--- src/rtl/uart_tx_fifo_cfg_pkg.sv ---
// ----------------------------------------------------------------------------
// uart_tx_fifo_cfg_pkg
//   Shared definitions for the configurable UART transmitter:
//   - FSM state encoding (IDLE, START, DATA, PARITY, STOP)
//   - parity mode constants
//   - parity bit helper
// ----------------------------------------------------------------------------
package uart_tx_fifo_cfg_pkg;

  typedef enum logic [2:0] {
    ST_IDLE   = 3'd0,
    ST_START  = 3'd1,
    ST_DATA   = 3'd2,
    ST_PARITY = 3'd3,
    ST_STOP   = 3'd4
  } uart_state_e;

  localparam int PAR_NONE = 0;
  localparam int PAR_ODD  = 1;
  localparam int PAR_EVEN = 2;

  // data_xor is the XOR reduction of the data word. Even parity sends it as
  // is; odd parity inverts it so the total number of ones becomes odd.
  function automatic logic parity_bit(input int mode, input logic data_xor);
    return (mode == PAR_EVEN) ? data_xor : ~data_xor;
  endfunction

endpackage

--- src/rtl/uart_sync_fifo.sv ---
// ----------------------------------------------------------------------------
// uart_sync_fifo
//   Synchronous first-word-fall-through FIFO feeding the UART transmitter.
//   Pushes while full and pops while empty are ignored. Pointers wrap modulo
//   DEPTH (DEPTH must be a power of two).
// Ports
//   clk      in   system clock
//   rst      in   asynchronous active-high reset (clears pointers and count)
//   push_i   in   write wdata_i when not full
//   pop_i    in   discard the head word when not empty
//   wdata_i  in   WIDTH   word to write
//   rdata_o  out  WIDTH   current head word (valid whenever count_o != 0)
//   count_o  out  $clog2(DEPTH)+1  number of stored words
// ----------------------------------------------------------------------------
module uart_sync_fifo #(
  parameter int WIDTH = 8,
  parameter int DEPTH = 4
) (
  input  logic                     clk,
  input  logic                     rst,
  input  logic                     push_i,
  input  logic                     pop_i,
  input  logic [WIDTH-1:0]         wdata_i,
  output logic [WIDTH-1:0]         rdata_o,
  output logic [$clog2(DEPTH):0]   count_o
);

  localparam int PTR_W = $clog2(DEPTH);
  localparam int CNT_W = PTR_W + 1;

  logic [WIDTH-1:0] mem_q [DEPTH];
  logic [PTR_W-1:0] wr_ptr_q, wr_ptr_d;
  logic [PTR_W-1:0] rd_ptr_q, rd_ptr_d;
  logic [CNT_W-1:0] count_q, count_d;
  logic             do_push, do_pop;

  assign do_push = push_i && (count_q != CNT_W'(DEPTH));
  assign do_pop  = pop_i && (count_q != '0);

  // Power-of-two depth: pointer overflow is the wrap.
  always_comb begin
    wr_ptr_d = wr_ptr_q;
    rd_ptr_d = rd_ptr_q;
    count_d  = count_q;
    if (do_push) wr_ptr_d = wr_ptr_q + PTR_W'(1);
    if (do_pop)  rd_ptr_d = rd_ptr_q + PTR_W'(1);
    case ({do_push, do_pop})
      2'b10:   count_d = count_q + CNT_W'(1);
      2'b01:   count_d = count_q - CNT_W'(1);
      default: count_d = count_q;
    endcase
  end

  always_ff @(posedge clk or posedge rst) begin
    if (rst) begin
      wr_ptr_q <= '0;
      rd_ptr_q <= '0;
      count_q  <= '0;
    end else begin
      wr_ptr_q <= wr_ptr_d;
      rd_ptr_q <= rd_ptr_d;
      count_q  <= count_d;
    end
  end

  // Storage carries data only, so it is left out of reset.
  always_ff @(posedge clk) begin
    if (do_push) mem_q[wr_ptr_q] <= wdata_i;
  end

  assign rdata_o = mem_q[rd_ptr_q];
  assign count_o = count_q;

endmodule

--- src/rtl/uart_tx_fifo_cfg.sv ---
// ----------------------------------------------------------------------------
// uart_tx_fifo_cfg
//   Parametrised UART transmitter with an input FIFO. Frames are
//   start(0), DATA_BITS data bits LSB first, optional parity, STOP_BITS stop
//   bits(1); each bit lasts CLKS_PER_BIT system clocks. Queued words go out
//   back-to-back with no idle gap while en is high.
// Parameters
//   DATA_BITS 5..9, CLKS_PER_BIT >=2, PARITY 0 none/1 odd/2 even,
//   STOP_BITS 1..2, FIFO_DEPTH power of two >=2
// Ports
//   clk       in   system clock
//   rst       in   asynchronous active-high reset
//   en        in   allows new frames to start (FIFO writes are not gated)
//   in_valid  in   input word valid
//   in_data   in   DATA_BITS  word to transmit
//   in_ready  out  FIFO not full; push happens iff in_valid & in_ready
//   tx        out  serial line, idle high
//   busy      out  high from start bit through last stop bit
//   done      out  one-clock pulse on the last clock of the last stop bit
//   fifo_cnt  out  $clog2(FIFO_DEPTH)+1  words queued
// ----------------------------------------------------------------------------
module uart_tx_fifo_cfg
  import uart_tx_fifo_cfg_pkg::*;
#(
  parameter int DATA_BITS    = 8,
  parameter int CLKS_PER_BIT = 16,
  parameter int PARITY       = 0,
  parameter int STOP_BITS    = 1,
  parameter int FIFO_DEPTH   = 4
) (
  input  logic                          clk,
  input  logic                          rst,
  input  logic                          en,
  input  logic                          in_valid,
  input  logic [DATA_BITS-1:0]          in_data,
  output logic                          in_ready,
  output logic                          tx,
  output logic                          busy,
  output logic                          done,
  output logic [$clog2(FIFO_DEPTH):0]   fifo_cnt
);

  localparam int BAUD_W = $clog2(CLKS_PER_BIT);
  localparam int BIT_W  = $clog2(DATA_BITS);
  localparam int CNT_W  = $clog2(FIFO_DEPTH) + 1;

  localparam logic [BAUD_W-1:0] BAUD_LAST = BAUD_W'(CLKS_PER_BIT - 1);
  localparam logic [BIT_W-1:0]  BIT_LAST  = BIT_W'(DATA_BITS - 1);
  localparam logic              STOP_LAST = 1'(STOP_BITS - 1);

  uart_state_e            state_q, state_d;
  logic [BAUD_W-1:0]      baud_q, baud_d;
  logic [BIT_W-1:0]       bit_q, bit_d;
  logic                   stop_q, stop_d;
  logic [DATA_BITS-1:0]   shift_q, shift_d;
  logic                   par_q, par_d;
  logic                   tx_q, tx_d;
  logic                   busy_q, busy_d;
  logic                   done_q, done_d;

  logic                   pop;
  logic                   start_ok;
  logic [DATA_BITS-1:0]   fifo_rdata;
  logic [CNT_W-1:0]       fifo_count;

  uart_sync_fifo #(
    .WIDTH (DATA_BITS),
    .DEPTH (FIFO_DEPTH)
  ) u_fifo (
    .clk     (clk),
    .rst     (rst),
    .push_i  (in_valid),
    .pop_i   (pop),
    .wdata_i (in_data),
    .rdata_o (fifo_rdata),
    .count_o (fifo_count)
  );

  assign in_ready = (fifo_count != CNT_W'(FIFO_DEPTH));
  assign fifo_cnt = fifo_count;
  assign start_ok = en && (fifo_count != '0);

  always_comb begin
    state_d = state_q;
    baud_d  = baud_q;
    bit_d   = bit_q;
    stop_d  = stop_q;
    shift_d = shift_q;
    par_d   = par_q;
    tx_d    = tx_q;
    busy_d  = busy_q;
    pop     = 1'b0;

    case (state_q)
      ST_IDLE: begin
        tx_d   = 1'b1;
        busy_d = 1'b0;
        // tx is registered, so the start bit is driven on the popping edge.
        if (start_ok) begin
          pop     = 1'b1;
          shift_d = fifo_rdata;
          par_d   = parity_bit(PARITY, ^fifo_rdata);
          state_d = ST_START;
          baud_d  = BAUD_LAST;
          tx_d    = 1'b0;
          busy_d  = 1'b1;
        end
      end

      ST_START: begin
        if (baud_q == '0) begin
          state_d = ST_DATA;
          baud_d  = BAUD_LAST;
          bit_d   = '0;
          tx_d    = shift_q[0];
        end else begin
          baud_d = baud_q - BAUD_W'(1);
        end
      end

      ST_DATA: begin
        if (baud_q == '0) begin
          baud_d = BAUD_LAST;
          if (bit_q == BIT_LAST) begin
            if (PARITY != PAR_NONE) begin
              state_d = ST_PARITY;
              tx_d    = par_q;
            end else begin
              state_d = ST_STOP;
              stop_d  = 1'b0;
              tx_d    = 1'b1;
            end
          end else begin
            // The next bit to send is shift_q[1]; it becomes shift[0].
            bit_d   = bit_q + BIT_W'(1);
            shift_d = shift_q >> 1;
            tx_d    = shift_q[1];
          end
        end else begin
          baud_d = baud_q - BAUD_W'(1);
        end
      end

      ST_PARITY: begin
        if (baud_q == '0) begin
          state_d = ST_STOP;
          stop_d  = 1'b0;
          baud_d  = BAUD_LAST;
          tx_d    = 1'b1;
        end else begin
          baud_d = baud_q - BAUD_W'(1);
        end
      end

      ST_STOP: begin
        if (baud_q == '0) begin
          if (stop_q == STOP_LAST) begin
            // Chain straight into the next frame when one is waiting.
            if (start_ok) begin
              pop     = 1'b1;
              shift_d = fifo_rdata;
              par_d   = parity_bit(PARITY, ^fifo_rdata);
              state_d = ST_START;
              baud_d  = BAUD_LAST;
              tx_d    = 1'b0;
              busy_d  = 1'b1;
            end else begin
              state_d = ST_IDLE;
              tx_d    = 1'b1;
              busy_d  = 1'b0;
            end
          end else begin
            stop_d = stop_q + 1'b1;
            baud_d = BAUD_LAST;
          end
        end else begin
          baud_d = baud_q - BAUD_W'(1);
        end
      end

      default: begin
        state_d = ST_IDLE;
        tx_d    = 1'b1;
        busy_d  = 1'b0;
      end
    endcase

    // done is registered: raise it for the cycle that will be the final
    // clock of the final stop bit.
    done_d = (state_d == ST_STOP) && (stop_d == STOP_LAST) && (baud_d == '0);
  end

  always_ff @(posedge clk or posedge rst) begin
    if (rst) begin
      state_q <= ST_IDLE;
      baud_q  <= '0;
      bit_q   <= '0;
      stop_q  <= 1'b0;
      tx_q    <= 1'b1;
      busy_q  <= 1'b0;
      done_q  <= 1'b0;
    end else begin
      state_q <= state_d;
      baud_q  <= baud_d;
      bit_q   <= bit_d;
      stop_q  <= stop_d;
      tx_q    <= tx_d;
      busy_q  <= busy_d;
      done_q  <= done_d;
    end
  end

  // Frame payload registers are always loaded before use.
  always_ff @(posedge clk) begin
    shift_q <= shift_d;
    par_q   <= par_d;
  end

  assign tx   = tx_q;
  assign busy = busy_q;
  assign done = done_q;

endmodule

--- config.mk ---
export PLATFORM = sky130hd
export DESIGN_NAME = uart_tx_fifo_cfg
export DESIGN_NICKNAME = d
export VERILOG_FILES = /design/src/rtl/uart_tx_fifo_cfg_pkg.sv /design/src/rtl/uart_sync_fifo.sv /design/src/rtl/uart_tx_fifo_cfg.sv
export SDC_FILE = /design/constraint.sdc
export NUM_CORES = 1
export LEC_CHECK = 0
export CORE_MARGIN = 3
export CORE_UTILIZATION = 41
export DETAILED_ROUTE_END_ITERATION = 10
export PLACE_DENSITY_LB_ADDON = 0.15
export SLEW_MARGIN = 10
export SYNTH_ARGS = -nofsm -noshare
export SYNTH_HDL_FRONTEND = slang
export SYNTH_SLANG_ARGS = --single-unit
export TNS_END_PERCENT = 10
--- constraint.sdc ---
create_clock -name clk -period 2.5 [get_ports clk]
set_clock_uncertainty 0.1 [all_clocks]
set_input_delay 0.25 -clock clk [delete_from_list [all_inputs] [get_ports clk]]
set_output_delay 0.25 -clock clk [all_outputs]
set_load 0.05 [all_outputs]
==> run metrics <==
clk sink count 61; min-delay worst type in2async; multi-input combinational cell area between 0.001 and 0.0015 mm2; # DRC 0; max-slew violation count 0; top-count cell post-synth edfxtp_1; Via-to-Cell Ratio 5.74; Final Hold Viols 0; layout cell share with drive strength beyond 1 0.238; die width 89.3 um; die span in y 89.3 um; Initial Util 0.435; critical path data arrival time 2.54 ns; CTS Buffer Depth 2; Mapped Nets roughly 220; post-synth cell types 54; vias in the first global route 1898; Max Fclk 0.419 GHz; first-pass GRT wire length 9520 um; Worst Setup End Kind flop; Pwr Total 2.61 mW; Ys Warns 0; Synth Cell Area approximately 0.0028 mm2; placed insts 298; Post-DRT Antenna Nets 0; Tmin final approximately 2.4 ns; area leader, netlist edfxtp_1; final setup vio count 0; FFs w/ async S/R, synth 0.344; grt ovf 0; FF/Latch Area 0.00173 mm2; reg2reg setup slack 0.11 ns; core footprint 0.00653 mm2; VDD IR max 0.492 mV; outcome finished, final reports clean; root buffer cell clkbuf_8; H-Tree Depth 3; syn_area_per_cell 14.1 um2; clk slew on worst S/H paths ~0.080 ns; initial antenna violation count 0; DP HPWL 3920 um; Post-synth EDFFs 40; critical path's slowest cell dfrtp_1; worst slew pin tran 0.579 ns; cells on worst reg2reg path 11; Crit path buffers/inverters 2; Placer Congestion 0.882; post-DR wirelength/cell 18.0 um; area grow syn2layout 19.2%; Leakage around 1.3 nW; largest stage delay on the critical path 0.40 ns; Crit path max-delay family adder cells; Syn Inst Count 202; pin count of the biggest net entering global routing 22; fin crit share 0.955; total power divided by cell area 770 mW/mm2; CP max FO 7; post-synthesis register bit count 61; critical path depth in cells 11; crit-path cells inv_2 > ha_4 > nor4b_4 > nor2b_2 > nor3_4 > ha_2 > inv_1 > fa_2 > xor2_1 > nor2_1 > xor2_1; CTS tree built; relative slew slack 0.614; Iteration-0 DRC Markers 91; Die Area 0.00797 mm2; clk_lat worst skew 0.33 ns; maxcap violations 0; ANT cells 0; Yosys top cell area share 0.423; Seq/Total Area, Yosys 0.608; CP required 2.65 ns; Post-synth top flop edfxtp_1; most used cell, CP xor2_1; commonest cells in the netlist edfxtp_1, dfrtp_1, inv_1, a22o_1, nor2_1; routed vias 1820; PortBufs 18; GRT Total Usage 0.160; Routed Wire Length roughly 5700 um; Fillers between 500 and 600; WS Path Type reg2reg; nets@finish 256; TritonCTS buffer count 9; critical path startpoint category flop; drt first pass iters 4; final std cells w/o fill 317; # IOs 19; synth top area cells edfxtp_1, dfrtp_1, mux4_2; num rows 29
metal layers:
| layer | track usage | wire length [um] | vias up |
|---|---|---|---|
| li1 | - | - | 850 |
| met1 | 0.205 | 2480 | 919 |
| met2 | 0.258 | 2960 | 44 |
| met3 | 0.0396 | 216 | 7 |
| met4 | 0.0717 | 57 | 0 |
| met5 | 0 | 0 | - |
layout make-up:
class / count / area share
multi-input cells: 122 / 0.315
clock inverters: 7 / 0.0155
repair buffers: 31 / 0.0820
well taps: 77 / 0.0284
inverters: 10 / 0.0111
clock buffers: 9 / 0.0366
flip-flops and latches: 61 / 0.511
cell families after synthesis:
group / synth area share
AOI/OAI and AO/OA: 0.114
xor gates and xnor gates: 0.0185
adders and majority gates: 0.0423
buffers and inverters: 0.0295
DFF: 0.608
muxes: 0.0784
and+or+nand+nor: 0.109
layout by cell type, fill, tap and decap left out, drive strengths merged, types with 6 or more instances in the layout:
| cell type | n |
|---|---|
| a21oi | 8 |
| a22o | 9 |
| buf | 13 |
| clkbuf | 9 |
| clkdlybuf4s50 | 18 |
| clkinv | 6 |
| dfrtp | 20 |
| edfxtp | 40 |
| ha | 8 |
| inv | 10 |
| mux4 | 8 |
| nand2 | 8 |
| nand3 | 6 |
| nor2 | 10 |
| o21ai | 6 |
metrics by stage:
stage | hold slack (ns) | setup TNS (ns) | setup WS (ns) | cell area, um2 | util
floorplan | 0.126 | -0.0353 | -0.0353 | 2880 | -
global placement | 0.388 | 0 | 0.139 | 3180 | 0.487
detailed placement | 0.393 | 0 | 0.00797 | 3180 | 0.487
CTS | 0.147 | 0 | 0.0341 | 3370 | 0.516
global route | 0.163 | -0.0243 | -0.0243 | 3390 | 0.519
finish | 0.151 | 0 | 0.111 | 3390 | 0.519
registers in the layout, indices dropped and copies added, names as in the netlist, 2 cells and up:
name,flops
u_fifo.mem_q,32
shift_q,8
baud_q,4
bit_q,3
state_q,3
u_fifo.count_o,3
u_fifo.rd_ptr_q,2
u_fifo.wr_ptr_q,2
timing repair:
item,in CTS,in global routing
setup endpoints to repair,1,1
pin swaps,2,1
hold buffers,0,0
buffers inserted,2,1
gates resized for setup,0,1
final timing paths:
check | endpoint | from
min in group clk | bit_q[1]$_DFFE_PP0P_ | bit_q[1]$_DFFE_PP0P_
max | u_fifo.count_o[2]$_DFFE_PP0P_ | baud_q[1]$_DFF_PP0_
max reg2reg | u_fifo.count_o[2]$_DFFE_PP0P_ | baud_q[1]$_DFF_PP0_
min | u_fifo.rd_ptr_q[1]$_DFFE_PP0P_ | rst
min reg2reg | bit_q[1]$_DFFE_PP0P_ | bit_q[1]$_DFFE_PP0P_
max in group asynchronous | tx$_DFFE_PP1P_ | rst
power breakdown:
part | switching, mW | internal, mW
clock network | 0.410 | 0.362
logic | 0.328 | 0.188
registers | 0.0855 | 1.24
worst reg2reg max path: cells and delay by family, from the launching register on:
| kind | cells | cell delay (ns) |
|---|---|---|
| fa+ha+maj | 3 | 0.69 |
| simple gates | 4 | 0.68 |
| flops | 1 | 0.40 |
| xor+xnor | 2 | 0.30 |
| buf+inv | 2 | 0.13 |
Note: power is estimated with default switching activity, not from simulation.
